File: src/rtl/uart_txq_pkg.sv
// uart_txq_pkg: register offsets, STATUS/CTRL bit positions and the
// serializer state encoding shared by the UART transmit-queue block.
// Optional parity support is selected with the UART_TXQ_PARITY_EN macro.
package uart_txq_pkg;

  // Word offsets on the 3-bit address bus
  localparam logic [2:0] REG_DATA   = 3'd0;
  localparam logic [2:0] REG_STATUS = 3'd1;
  localparam logic [2:0] REG_CTRL   = 3'd2;
  localparam logic [2:0] REG_DIV    = 3'd3;

  // STATUS bit positions
  localparam int ST_FULL  = 0;
  localparam int ST_EMPTY = 1;
  localparam int ST_BUSY  = 2;
  localparam int ST_OVF   = 3;
  localparam int ST_COUNT = 8;

  // CTRL bit positions
  localparam int CT_TX_EN   = 0;
  localparam int CT_IRQ_EN  = 1;
  localparam int CT_PAR_EN  = 2;
  localparam int CT_PAR_ODD = 3;
  localparam int CT_THR     = 8;

`ifdef UART_TXQ_PARITY_EN
  typedef enum logic [2:0] {
    S_IDLE   = 3'd0,
    S_START  = 3'd1,
    S_DATA   = 3'd2,
    S_STOP   = 3'd3,
    S_PARITY = 3'd4
  } tx_state_t;
`else
  typedef enum logic [1:0] {
    S_IDLE  = 2'd0,
    S_START = 2'd1,
    S_DATA  = 2'd2,
    S_STOP  = 2'd3
  } tx_state_t;
`endif

  // A divisor of zero would never advance the baud counter, so run it as 1
  function automatic logic [15:0] eff_div(input logic [15:0] d);
    return (d == 16'd0) ? 16'd1 : d;
  endfunction

endpackage

File: src/rtl/uart_txq_fifo.sv
// uart_txq_fifo: byte FIFO of 2**DEPTH_LOG2 entries. The head entry is read
// combinationally so the serializer can load it in the same cycle it pops.
// A push while full is accepted only when a pop frees a slot in that cycle.
module uart_txq_fifo #(
  parameter int DEPTH_LOG2 = 4
) (
  input  logic                  clk,
  input  logic                  rst_n,
  input  logic                  push,
  input  logic [7:0]            push_data,
  input  logic                  pop,
  output logic [7:0]            head,
  output logic                  full,
  output logic                  empty,
  output logic [DEPTH_LOG2:0]   count
);

  localparam int DEPTH = 1 << DEPTH_LOG2;
  localparam logic [DEPTH_LOG2:0] FULL_CNT = {1'b1, {DEPTH_LOG2{1'b0}}};

  logic [7:0]            mem [DEPTH];
  logic [DEPTH_LOG2-1:0] wr_ptr_reg;
  logic [DEPTH_LOG2-1:0] rd_ptr_reg;
  logic [DEPTH_LOG2:0]   count_reg;
  logic                  do_push;
  logic                  do_pop;

  assign do_pop  = pop & ~empty;
  assign do_push = push & (~full | do_pop);

  assign head  = mem[rd_ptr_reg];
  assign full  = (count_reg == FULL_CNT);
  assign empty = (count_reg == '0);
  assign count = count_reg;

  // Storage array: no reset, written only on an accepted push
  always_ff @(posedge clk) begin
    if (do_push) begin
      mem[wr_ptr_reg] <= push_data;
    end
  end

  // Pointers and occupancy; a flushed FIFO is simply pointers back to zero
  always_ff @(posedge clk or negedge rst_n) begin
    if (!rst_n) begin
      wr_ptr_reg <= '0;
      rd_ptr_reg <= '0;
      count_reg  <= '0;
    end else begin
      if (do_push) wr_ptr_reg <= wr_ptr_reg + 1'b1;
      if (do_pop)  rd_ptr_reg <= rd_ptr_reg + 1'b1;
      if (do_push && !do_pop)      count_reg <= count_reg + 1'b1;
      else if (!do_push && do_pop) count_reg <= count_reg - 1'b1;
    end
  end

endmodule

File: src/rtl/uart_txq.sv
// uart_txq: memory-mapped UART transmit queue. CPU stores fill a byte FIFO,
// an 8N1 serializer drains it on uart_txd, and a registered level irq fires
// when the queue occupancy is at or below a programmable threshold.
// Define UART_TXQ_PARITY_EN to add CTRL par_en/par_odd and a parity bit slot.
module uart_txq
  import uart_txq_pkg::*;
#(
  parameter int          DEPTH_LOG2  = 4,
  parameter int unsigned DEFAULT_DIV = 434
) (
  input  logic        clk,
  input  logic        sys_rstn,
  input  logic [2:0]  addr,
  input  logic        write_enable,
  input  logic [31:0] write_data,
  output logic [31:0] read_result,
  output logic        irq,
  output logic        uart_txd
);

  // Register file
  logic        tx_en_reg;
  logic        irq_en_reg;
  logic [3:0]  thr_reg;
  logic [15:0] div_reg;
  logic        ovf_reg;
  logic        irq_reg;
`ifdef UART_TXQ_PARITY_EN
  logic        par_en_reg;
  logic        par_odd_reg;
  logic        par_bit_reg, par_bit_next;
  logic        par_use_reg, par_use_next;
`endif

  // Serializer state
  tx_state_t   state_reg, state_next;
  logic [15:0] baud_reg, baud_next;
  logic [2:0]  bit_reg, bit_next;
  logic [7:0]  shift_reg, shift_next;
  logic [15:0] div_lat_reg, div_lat_next;
  logic        pop;
  logic        txd;

  // FIFO interface
  logic                push;
  logic [7:0]          head;
  logic                full;
  logic                empty;
  logic [DEPTH_LOG2:0] count;

  logic wr_status, wr_ctrl, wr_div;
  logic busy;
  logic unused_wdata;

  assign push      = write_enable & (addr == REG_DATA);
  assign wr_status = write_enable & (addr == REG_STATUS);
  assign wr_ctrl   = write_enable & (addr == REG_CTRL);
  assign wr_div    = write_enable & (addr == REG_DIV);
  assign busy      = (state_reg != S_IDLE);
  assign irq       = irq_reg;
  assign uart_txd  = txd;
  assign unused_wdata = ^write_data[31:16];

  uart_txq_fifo #(.DEPTH_LOG2(DEPTH_LOG2)) u_fifo (
    .clk       (clk),
    .rst_n     (sys_rstn),
    .push      (push),
    .push_data (write_data[7:0]),
    .pop       (pop),
    .head      (head),
    .full      (full),
    .empty     (empty),
    .count     (count)
  );

  // Register writes, sticky overflow flag and registered irq level
  always_ff @(posedge clk or negedge sys_rstn) begin
    if (!sys_rstn) begin
      tx_en_reg   <= 1'b0;
      irq_en_reg  <= 1'b0;
      thr_reg     <= 4'd0;
      div_reg     <= 16'(DEFAULT_DIV);
      ovf_reg     <= 1'b0;
      irq_reg     <= 1'b0;
`ifdef UART_TXQ_PARITY_EN
      par_en_reg  <= 1'b0;
      par_odd_reg <= 1'b0;
`endif
    end else begin
      if (wr_ctrl) begin
        tx_en_reg   <= write_data[CT_TX_EN];
        irq_en_reg  <= write_data[CT_IRQ_EN];
        thr_reg     <= write_data[CT_THR +: 4];
`ifdef UART_TXQ_PARITY_EN
        par_en_reg  <= write_data[CT_PAR_EN];
        par_odd_reg <= write_data[CT_PAR_ODD];
`endif
      end
      if (wr_div) div_reg <= write_data[15:0];
      // A dropped byte is one pushed into a full FIFO that is not popping
      if (push && full && !pop)                ovf_reg <= 1'b1;
      else if (wr_status && write_data[ST_OVF]) ovf_reg <= 1'b0;
      irq_reg <= irq_en_reg & (32'(count) <= 32'(thr_reg));
    end
  end

  // Serializer state register
  always_ff @(posedge clk or negedge sys_rstn) begin
    if (!sys_rstn) begin
      state_reg   <= S_IDLE;
      baud_reg    <= 16'd0;
      bit_reg     <= 3'd0;
      shift_reg   <= 8'd0;
      div_lat_reg <= 16'd1;
`ifdef UART_TXQ_PARITY_EN
      par_bit_reg <= 1'b0;
      par_use_reg <= 1'b0;
`endif
    end else begin
      state_reg   <= state_next;
      baud_reg    <= baud_next;
      bit_reg     <= bit_next;
      shift_reg   <= shift_next;
      div_lat_reg <= div_lat_next;
`ifdef UART_TXQ_PARITY_EN
      par_bit_reg <= par_bit_next;
      par_use_reg <= par_use_next;
`endif
    end
  end

  // Serializer next state and line output; each bit slot lasts div_lat cycles
  always_comb begin
    state_next   = state_reg;
    baud_next    = baud_reg;
    bit_next     = bit_reg;
    shift_next   = shift_reg;
    div_lat_next = div_lat_reg;
    pop          = 1'b0;
    txd          = 1'b1;
`ifdef UART_TXQ_PARITY_EN
    par_bit_next = par_bit_reg;
    par_use_next = par_use_reg;
`endif
    // Every non-idle slot counts down and reloads the latched divisor
    if (state_reg != S_IDLE) begin
      baud_next = (baud_reg == 16'd0) ? (div_lat_reg - 16'd1) : (baud_reg - 16'd1);
    end
    case (state_reg)
      S_IDLE: begin
        if (tx_en_reg && !empty) begin
          pop          = 1'b1;
          shift_next   = head;
          div_lat_next = eff_div(div_reg);
          baud_next    = eff_div(div_reg) - 16'd1;
          state_next   = S_START;
`ifdef UART_TXQ_PARITY_EN
          par_bit_next = (^head) ^ par_odd_reg;
          par_use_next = par_en_reg;
`endif
        end
      end
      S_START: begin
        txd = 1'b0;
        if (baud_reg == 16'd0) begin
          state_next = S_DATA;
          bit_next   = 3'd0;
        end
      end
      S_DATA: begin
        txd = shift_reg[0];
        if (baud_reg == 16'd0) begin
          shift_next = {1'b0, shift_reg[7:1]};
          bit_next   = bit_reg + 3'd1;
          if (bit_reg == 3'd7) begin
`ifdef UART_TXQ_PARITY_EN
            state_next = par_use_reg ? S_PARITY : S_STOP;
`else
            state_next = S_STOP;
`endif
          end
        end
      end
`ifdef UART_TXQ_PARITY_EN
      S_PARITY: begin
        txd = par_bit_reg;
        if (baud_reg == 16'd0) state_next = S_STOP;
      end
`endif
      S_STOP: begin
        txd = 1'b1;
        if (baud_reg == 16'd0) state_next = S_IDLE;
      end
      default: state_next = S_IDLE;
    endcase
  end

  // Combinational read mux so the bridge samples data in the access cycle
  always_comb begin
    read_result = 32'd0;
    case (addr)
      REG_STATUS: begin
        read_result[ST_FULL]  = full;
        read_result[ST_EMPTY] = empty;
        read_result[ST_BUSY]  = busy;
        read_result[ST_OVF]   = ovf_reg;
        read_result[ST_COUNT +: DEPTH_LOG2+1] = count;
      end
      REG_CTRL: begin
        read_result[CT_TX_EN]     = tx_en_reg;
        read_result[CT_IRQ_EN]    = irq_en_reg;
        read_result[CT_THR +: 4]  = thr_reg;
`ifdef UART_TXQ_PARITY_EN
        read_result[CT_PAR_EN]    = par_en_reg;
        read_result[CT_PAR_ODD]   = par_odd_reg;
`endif
      end
      REG_DIV: read_result[15:0] = div_reg;
      default: read_result = 32'd0;
    endcase
  end

endmodule

File: config.mk
export PLATFORM = sky130hd
export DESIGN_NAME = uart_txq
export DESIGN_NICKNAME = d
export VERILOG_FILES = /design/src/rtl/uart_txq_pkg.sv /design/src/rtl/uart_txq_fifo.sv /design/src/rtl/uart_txq.sv
export SDC_FILE = /design/constraint.sdc
export NUM_CORES = 1
export LEC_CHECK = 0
export ABC_AREA = 1
export BUFFER_PORTS_ARGS = -buffer_cell sky130_fd_sc_hd__clkbuf_2
export CAP_MARGIN = 15
export CORE_MARGIN = 2
export CORE_UTILIZATION = 50
export CTS_BUF_LIST = sky130_fd_sc_hd__clkbuf_16
export CTS_CLUSTER_SIZE = 24
export DETAILED_ROUTE_END_ITERATION = 7
export GPL_TIMING_DRIVEN = 0
export PLACE_DENSITY_LB_ADDON = 0.05
export SYNTH_ARGS = -nofsm -noshare
export SYNTH_HDL_FRONTEND = slang
export SYNTH_SLANG_ARGS = --single-unit
File: constraint.sdc
create_clock -name clk -period 2.7 [get_ports clk]
set_input_delay 0.27 -clock clk [delete_from_list [all_inputs] [get_ports clk]]
set_output_delay 0.27 -clock clk [all_outputs]
set_load 0.01 [all_outputs]
==> Word-level counts from Yosys, hierarchy flattened <==
Memories as Yosys holds them, arrays and structs flattened.
Cells that the tools add are included.
{ "word_totals": {"ff_bits": 82, "output_inout_bits": 34, "n_memories": 1, "in_bits": 38, "ramBits": 128, "mem_bits_ro": 0, "latchBits": 0, "word_cells": 103} }
{ "mem_list": {"columns": ["memory", "words", "word_bits", "rd", "rd_clocked_by_memory_dff", "write_ports", "line_no", "source"], "rows": [
  ["u_fifo.mem", 16, 8, 1, 0, 1, "uart_txq_fifo.sv:21", "logic [7:0] mem [DEPTH];"]
]} }
{ "classes": {"reduce_logical": 24, "eq_ne": 13, "magnitude_cmp": 1, "bitwise": 10, "muxes": 32, "addsub": 8, "n_div": 0, "shift": 0, "mul": 0} }
{ "ops": {"columns": ["operator", "count"], "rows": [
  ["$mux W16", 5],
  ["$sub A16 B1 Y16 const B", 3],
  ["$logic_not A16 Y1", 2],
  ["$mux W8", 2],
  ["$pmux W8 S2", 1],
  ["$pmux W4 S3", 1],
  ["$mux W2", 5],
  ["$mux W5", 2],
  ["$ne A2 B2 Y1 const B", 5],
  ["$reduce_bool A2 Y1", 5],
  ["$mux W3", 3],
  ["$add A4 B1 Y4 const B", 2],
  ["$pmux W2 S4", 1],
  ["$and A1 B1 Y1", 7],
  ["$eq A3 B2 Y1 const B", 2],
  ["$logic_and A1 B1 Y1", 6],
  ["$mux W1", 6],
  ["$pmux W2 S3", 1],
  ["$pmux W3 S2", 1],
  ["$reduce_and A3 Y1", 2],
  ["$add A5 B1 Y5 const B", 1],
  ["$eq A5 B5 Y1 const B", 1],
  ["$le A5 B4 Y1", 1],
  ["$logic_not A5 Y1", 1],
  ["other kinds (16)", 22]
]} }

==> Longest topological paths before layout <==
{ "depth": {"word_depth": 12, "depth_mapped": 19, "depth_no_buf": 19} }

==> Hierarchy <==
From an unflattened synthesis, not the netlist that was laid out.
{ "hier_totals": {"hier_cells": 1236, "hier_area_um2": 10741.6} }
{ "by_module_without_submodules": {"columns": ["mod", "area_each_um2", "instances", "cells_each", "seq_area_each_um2"], "rows": [
  ["uart_txq_fifo", 6361.1, 1, 630, 4169.0],
  ["uart_txq", 4380.5, 1, 606, 1734.2]
]} }

==> Least setup slack after synthesis <==
No wires, ideal clock.
{ "synth_path": {"path_type": "register to register", "from": "register u_fifo.count_reg[0] (netlist: u_fifo.count[0])", "to": "register u_fifo.count_reg[4] (netlist: u_fifo.count[4])", "path_buffers": 2, "setup_slack_ns": 0.044, "setup_ns": 0.125, "path_stages_with_launch": 19, "required_time_ns": 2.575, "synth_period_minus_slack_ns": 2.656, "arrival_ns": 2.531, "path_cell_list": "dfrtp_1 > inv_2 > nand4_1 > or2_1 > nand2_1 > inv_1 > nand2_1 > buf_4 > buf_4 > ha_1 > inv_1 > fa_1 > a21oi_1 > nor2_1 > nor2_1 > nand2_1 > nand2_1 > nor2_1 > xor2_1"} }
{ "synth_via": {"elab_chain_len": 11, "word_cells_on_any_way": 20, "classes_between": "add/sub: 2; eq/ne: 1; mux: 4; bitwise: 5; reduce/logical: 8"} }
{ "synth_rtl": {"columns": ["item", "line_no", "source"], "rows": [
  ["start: declaration", "uart_txq_fifo.sv:24", "logic [DEPTH_LOG2:0] count_reg;"],
  ["start signal: assignment", "uart_txq_fifo.sv:52", "if (do_push && !do_pop) count_reg <= count_reg + 1'b1;"],
  ["start signal: assignment", "uart_txq_fifo.sv:53", "else if (!do_push && do_pop) count_reg <= count_reg - 1'b1;"],
  ["$logic_not A5 Y1", "uart_txq_fifo.sv:33", "assign empty = (count_reg == '0);"],
  ["$logic_not A1 Y1", "uart_txq.sv:151", "if (tx_en_reg && !empty) begin"],
  ["$logic_and A1 B1 Y1", "uart_txq.sv:151", null],
  ["$mux W1", "uart_txq.sv:151", null],
  ["$mux W1", "uart_txq.sv:149", "case (state_reg)"],
  ["$and A1 B1 Y1", "uart_txq_fifo.sv:28", "assign do_pop = pop & ~empty;"],
  ["$or A1 B1 Y1", "uart_txq_fifo.sv:29", "assign do_push = push & (~full | do_pop);"],
  ["$and A1 B1 Y1", "uart_txq_fifo.sv:29", null],
  ["$logic_not A1 Y1", "uart_txq_fifo.sv:53", null],
  ["$logic_and A1 B1 Y1", "uart_txq_fifo.sv:53", null],
  ["$reduce_bool A2 Y1 (no line)", null, null]
]} }
Parallel ways exist; a longest one is shown, timed or not. The select of a mux whose other input is x is not followed.
A chain may end at the register's enable or synchronous reset.

==> Worst setup path after layout <==
Ends and elaborated chain as after synthesis.

==> impl_metrics.csv <==
group,metric,value,unit
run_status,status,"finished, final reports clean",
worst_setup_path,worstPathRequired,3110,ps
layout,final_common_cell,"nand2_1",
worst_setup_path,timing.rr.start,"u_fifo.count[0]",
clock_tree,cts_max_level,1,
clock_tree,clkLatencyLatePin,530,ps
layout,largest_register_ffs,128,
clock_tree,cts_made_buffers,24,
synth,synth_warnings,0,
clock_tree,cts_max_path_buffers,3,
timing,hold_viol,0,
timing,period_minus_slack,2528,ps
route,routedWlPerCell,19.21,um
pwr,p_leak,4.962,nW
floorplanning,die_h,147.7,um
min_path,hold_end,"div_reg[12]",
timing,tightest_slew,1006,ps
layout,nNetsFinal,1247,
synth,synth_top_family_by_area,"simple AND/OR/NAND/NOR gates",
synth,synth_fa_ha_area_share,2.860,%
grt,grt_overflow,0,
clock_tree,cts_sinks,210,
pwr,ir_drop,0.6211,mV
grt,antenna_found_initial,0,
timing,fin_tns_setup,0,ps
timing,rsz0062_at_grt,"true",
worst_setup_path,path_common_cell,"nor2_1",
synth,netlist_area,10320,um^2
synth,synth_top_cell_by_area,"edfxtp_1",
min_path,holdPathStages,3,
clock_tree,clockRootBuffer,"clkbuf_16",
worst_setup_path,crit_fanout,11,
place,dp_hpwl,19170,um
layout,layout-drive-gt1-share,15.03,%
route,drt-total-wl,28310,um
synth,synth-edff-count,128,
synth,postSynthAreaPerCell,9.481,um^2
synth,ys_seq_area_share,57.17,%
floorplanning,coreArea,20230,um^2
min_path,hold_class,"in2reg",
layout,finalCoreUtilization,58.89,%
floorplanning,start_util,51.03,%
clock_tree,cts_tree,"done",
synth,synth_xor_xnor_area_share,0.9331,%
worst_setup_path,start_kind,"flop",
timing,clock_skew,17.81,ps
synth,synth-simple-area-share,19.32,%
place,port-buffer-count,39,
synth,ys_ff_latch,210,
worst_setup_path,crit_type,"reg2reg",
grt,grt_pass1_wl,44090,um
layout,antennaDiodeCount,0,
layout,largest_register,"u_fifo.mem",
pwr,total_power,11.22,mW
synth,synth_compound_area_share,12.40,%
grt,first_global_vias,7911,
synth,synthTopCellsByArea,"edfxtp_1, dfrtp_1, nand2_1, nor2_1, o21ai_0",
timing,finalMaxSlewViolations,0,
synth,synthDistinctLibCells,43,
synth,synth-async-reset-ratio,39.05,%
worst_setup_path,path_cells,"inv_2 -> nand4_1 -> or2_1 -> nand2_2 -> inv_2 -> nand2_4 -> buf_12 -> ha_4 -> inv_4 -> fa_2 -> a21oi_2 -> nor2_1 -> nor2_1 -> nand2_1 -> nand2_1 -> nor2_1 -> xor2_1",
floorplanning,die_w,147.7,um
route,drt_pre_antenna_iters,5,
synth,synth_ff_type,"edfxtp_1",
layout,area_growth,15.41,%
route,drtIter0Drc,722,
worst_setup_path,cpMaxStageDelayCell,"dfrtp_2",
route,via_per_inst,5.532,
synth,postSynthCellCount,1089,
route,drcViolationCount,0,
worst_setup_path,r2r_end,"u_fifo.count[4]",
grt,track_usage,26.38,%
route,via_count,8154,
floorplanning,ioPinCount,72,
synth,muxShareOfSynthArea,0,%
place,gp_congestion,0.9031,
place,post-place-ws,-440.4,ps
worst_setup_path,max_stage_delay,410,ps
timing,slew_headroom,32.67,%
timing,setup_violations,0,
synth,yosysTopAreaCellShare,37.23,%
timing,fmax,0.3956,GHz
timing,finalCritPeriodShare,93.61,%
layout,final_cell_mix,"nand2_1, nor2_1, edfxtp_1, o21ai_0, inv_1",
clock_tree,cts.clk_slew.worst_paths,60,ps
worst_setup_path,critPathCaptureType,"flop",
worst_setup_path,worstRegToRegCells,17,
worst_setup_path,arrival,2940,ps
floorplanning,die_area,21820,um^2
pwr,cellPowerDensity,941.7,nW/um^2
floorplanning,rows,52,
route,final_antenna_net_count,0,
min_path,worstHoldStart,"write_data[12]",
worst_setup_path,r2r_slack,170,ps
grt,grt_max_degree,61,
timing,setup_ws,172.4,ps
job,cap_violations,0,
timing,hold_slack,50.03,ps
==> power breakdown <==
group          switching (mW)  internal, mW  leakage (nW)  total, mW
logic                    2.76          1.30          2.45       4.07
clock network            1.28          1.61         0.372       2.88
registers               0.356          3.91          2.14       4.27
total                    4.40          6.83          4.96       11.2
==> worst max-delay path: cells and delay by family, from the launching register on <==
kind                     cells  cell delay (ps)
AND/OR/NAND/NOR              9              930
AO/OA/AOI/OAI                1              120
XOR/XNOR                     1              130
flip-flops                   1              410
adder cells (fa/ha/maj)      2              520
buffers and inverters        4              320
==> layer usage <==
metal  GRT usage (%)  wire (um)
met5               0          0
met4           6.635        682
met3           3.148       1876
met2           40.30      12660
met1           40.41      13090
==> area by class of cell <==
type	count	area, um^2
Timing Repair Buffer	60	395.4
Fill cell	1803	8318
Tap cell	270	337.8
Inverter	112	426.7
Clock inverter	20	95.09
Clock buffer	24	600.6
Buffer	53	325.3
Multi-Input combinational cell	725	3830
Sequential cell	210	5906
==> worst max path at each step <==
| stage | from | endpoint | slack [ps] | depth (start not counted) |
|---|---|---|---|---|
| global route | u_fifo.count[0] | u_fifo.count[4] | -40 | 17 |
| global placement | u_fifo.count[1] | u_fifo.count[4] | -390 | 18 |
| finish | u_fifo.count[0] | u_fifo.count[4] | 170 | 17 |
| floorplan | u_fifo.count[0] | u_fifo.count[4] | 40 | 18 |
| detailed placement | u_fifo.count[1] | u_fifo.count[4] | -440 | 18 |
| CTS | u_fifo.count[2] | u_fifo.count[4] | -40 | 18 |
==> Yosys cell counts (3+ instances only) <==
| cell type | n |
|---|---|
| o21ai_1 | 7 |
| a22oi_1 | 7 |
| inv_1 | 103 |
| buf_6 | 3 |
| nand3_1 | 65 |
| o211ai_1 | 28 |
| ha_1 | 22 |
| nor2_2 | 8 |
| a21oi_1 | 35 |
| nand2_1 | 169 |
| o221ai_1 | 13 |
| edfxtp_1 | 128 |
| nand2_2 | 13 |
| dfstp_2 | 6 |
| nor3_1 | 12 |
| o22ai_1 | 15 |
| clkinv_1 | 3 |
| nand3_2 | 4 |
| o21ai_0 | 113 |
| nor2_1 | 164 |
| inv_2 | 6 |
| buf_2 | 4 |
| buf_4 | 18 |
| xor2_1 | 9 |
| nand4_1 | 6 |
| clkbuf_1 | 30 |
| dfrtp_1 | 76 |
==> metrics by stage <==
step	instance area, um^2	instances
5_1_grt	11920	1474
2_1_floorplan	10380	1104
3_3_place_gp	10910	1413
3_5_place_dp	10940	1414
6_report	11920	1474
4_1_cts	11790	1469
==> repair_timing <==
action,in CTS,in global routing
hold buffers,8,0
resized for setup,15,25
endpoints found under the setup margin,135,117
setup buffers,5,7
gates cloned,0,0
pin swaps,1,8
endpoints found under the hold margin,31,0
==> kinds of logic after synthesis <==
family	after synthesis
AO/OA/AOI/OAI	222
other	1
flip-flops	210
adder cells (fa/ha/maj)	23
AND/OR/NAND/NOR	453
buffers and inverters	169
XOR/XNOR	11
Note: power is estimated with default switching activity, not from simulation.
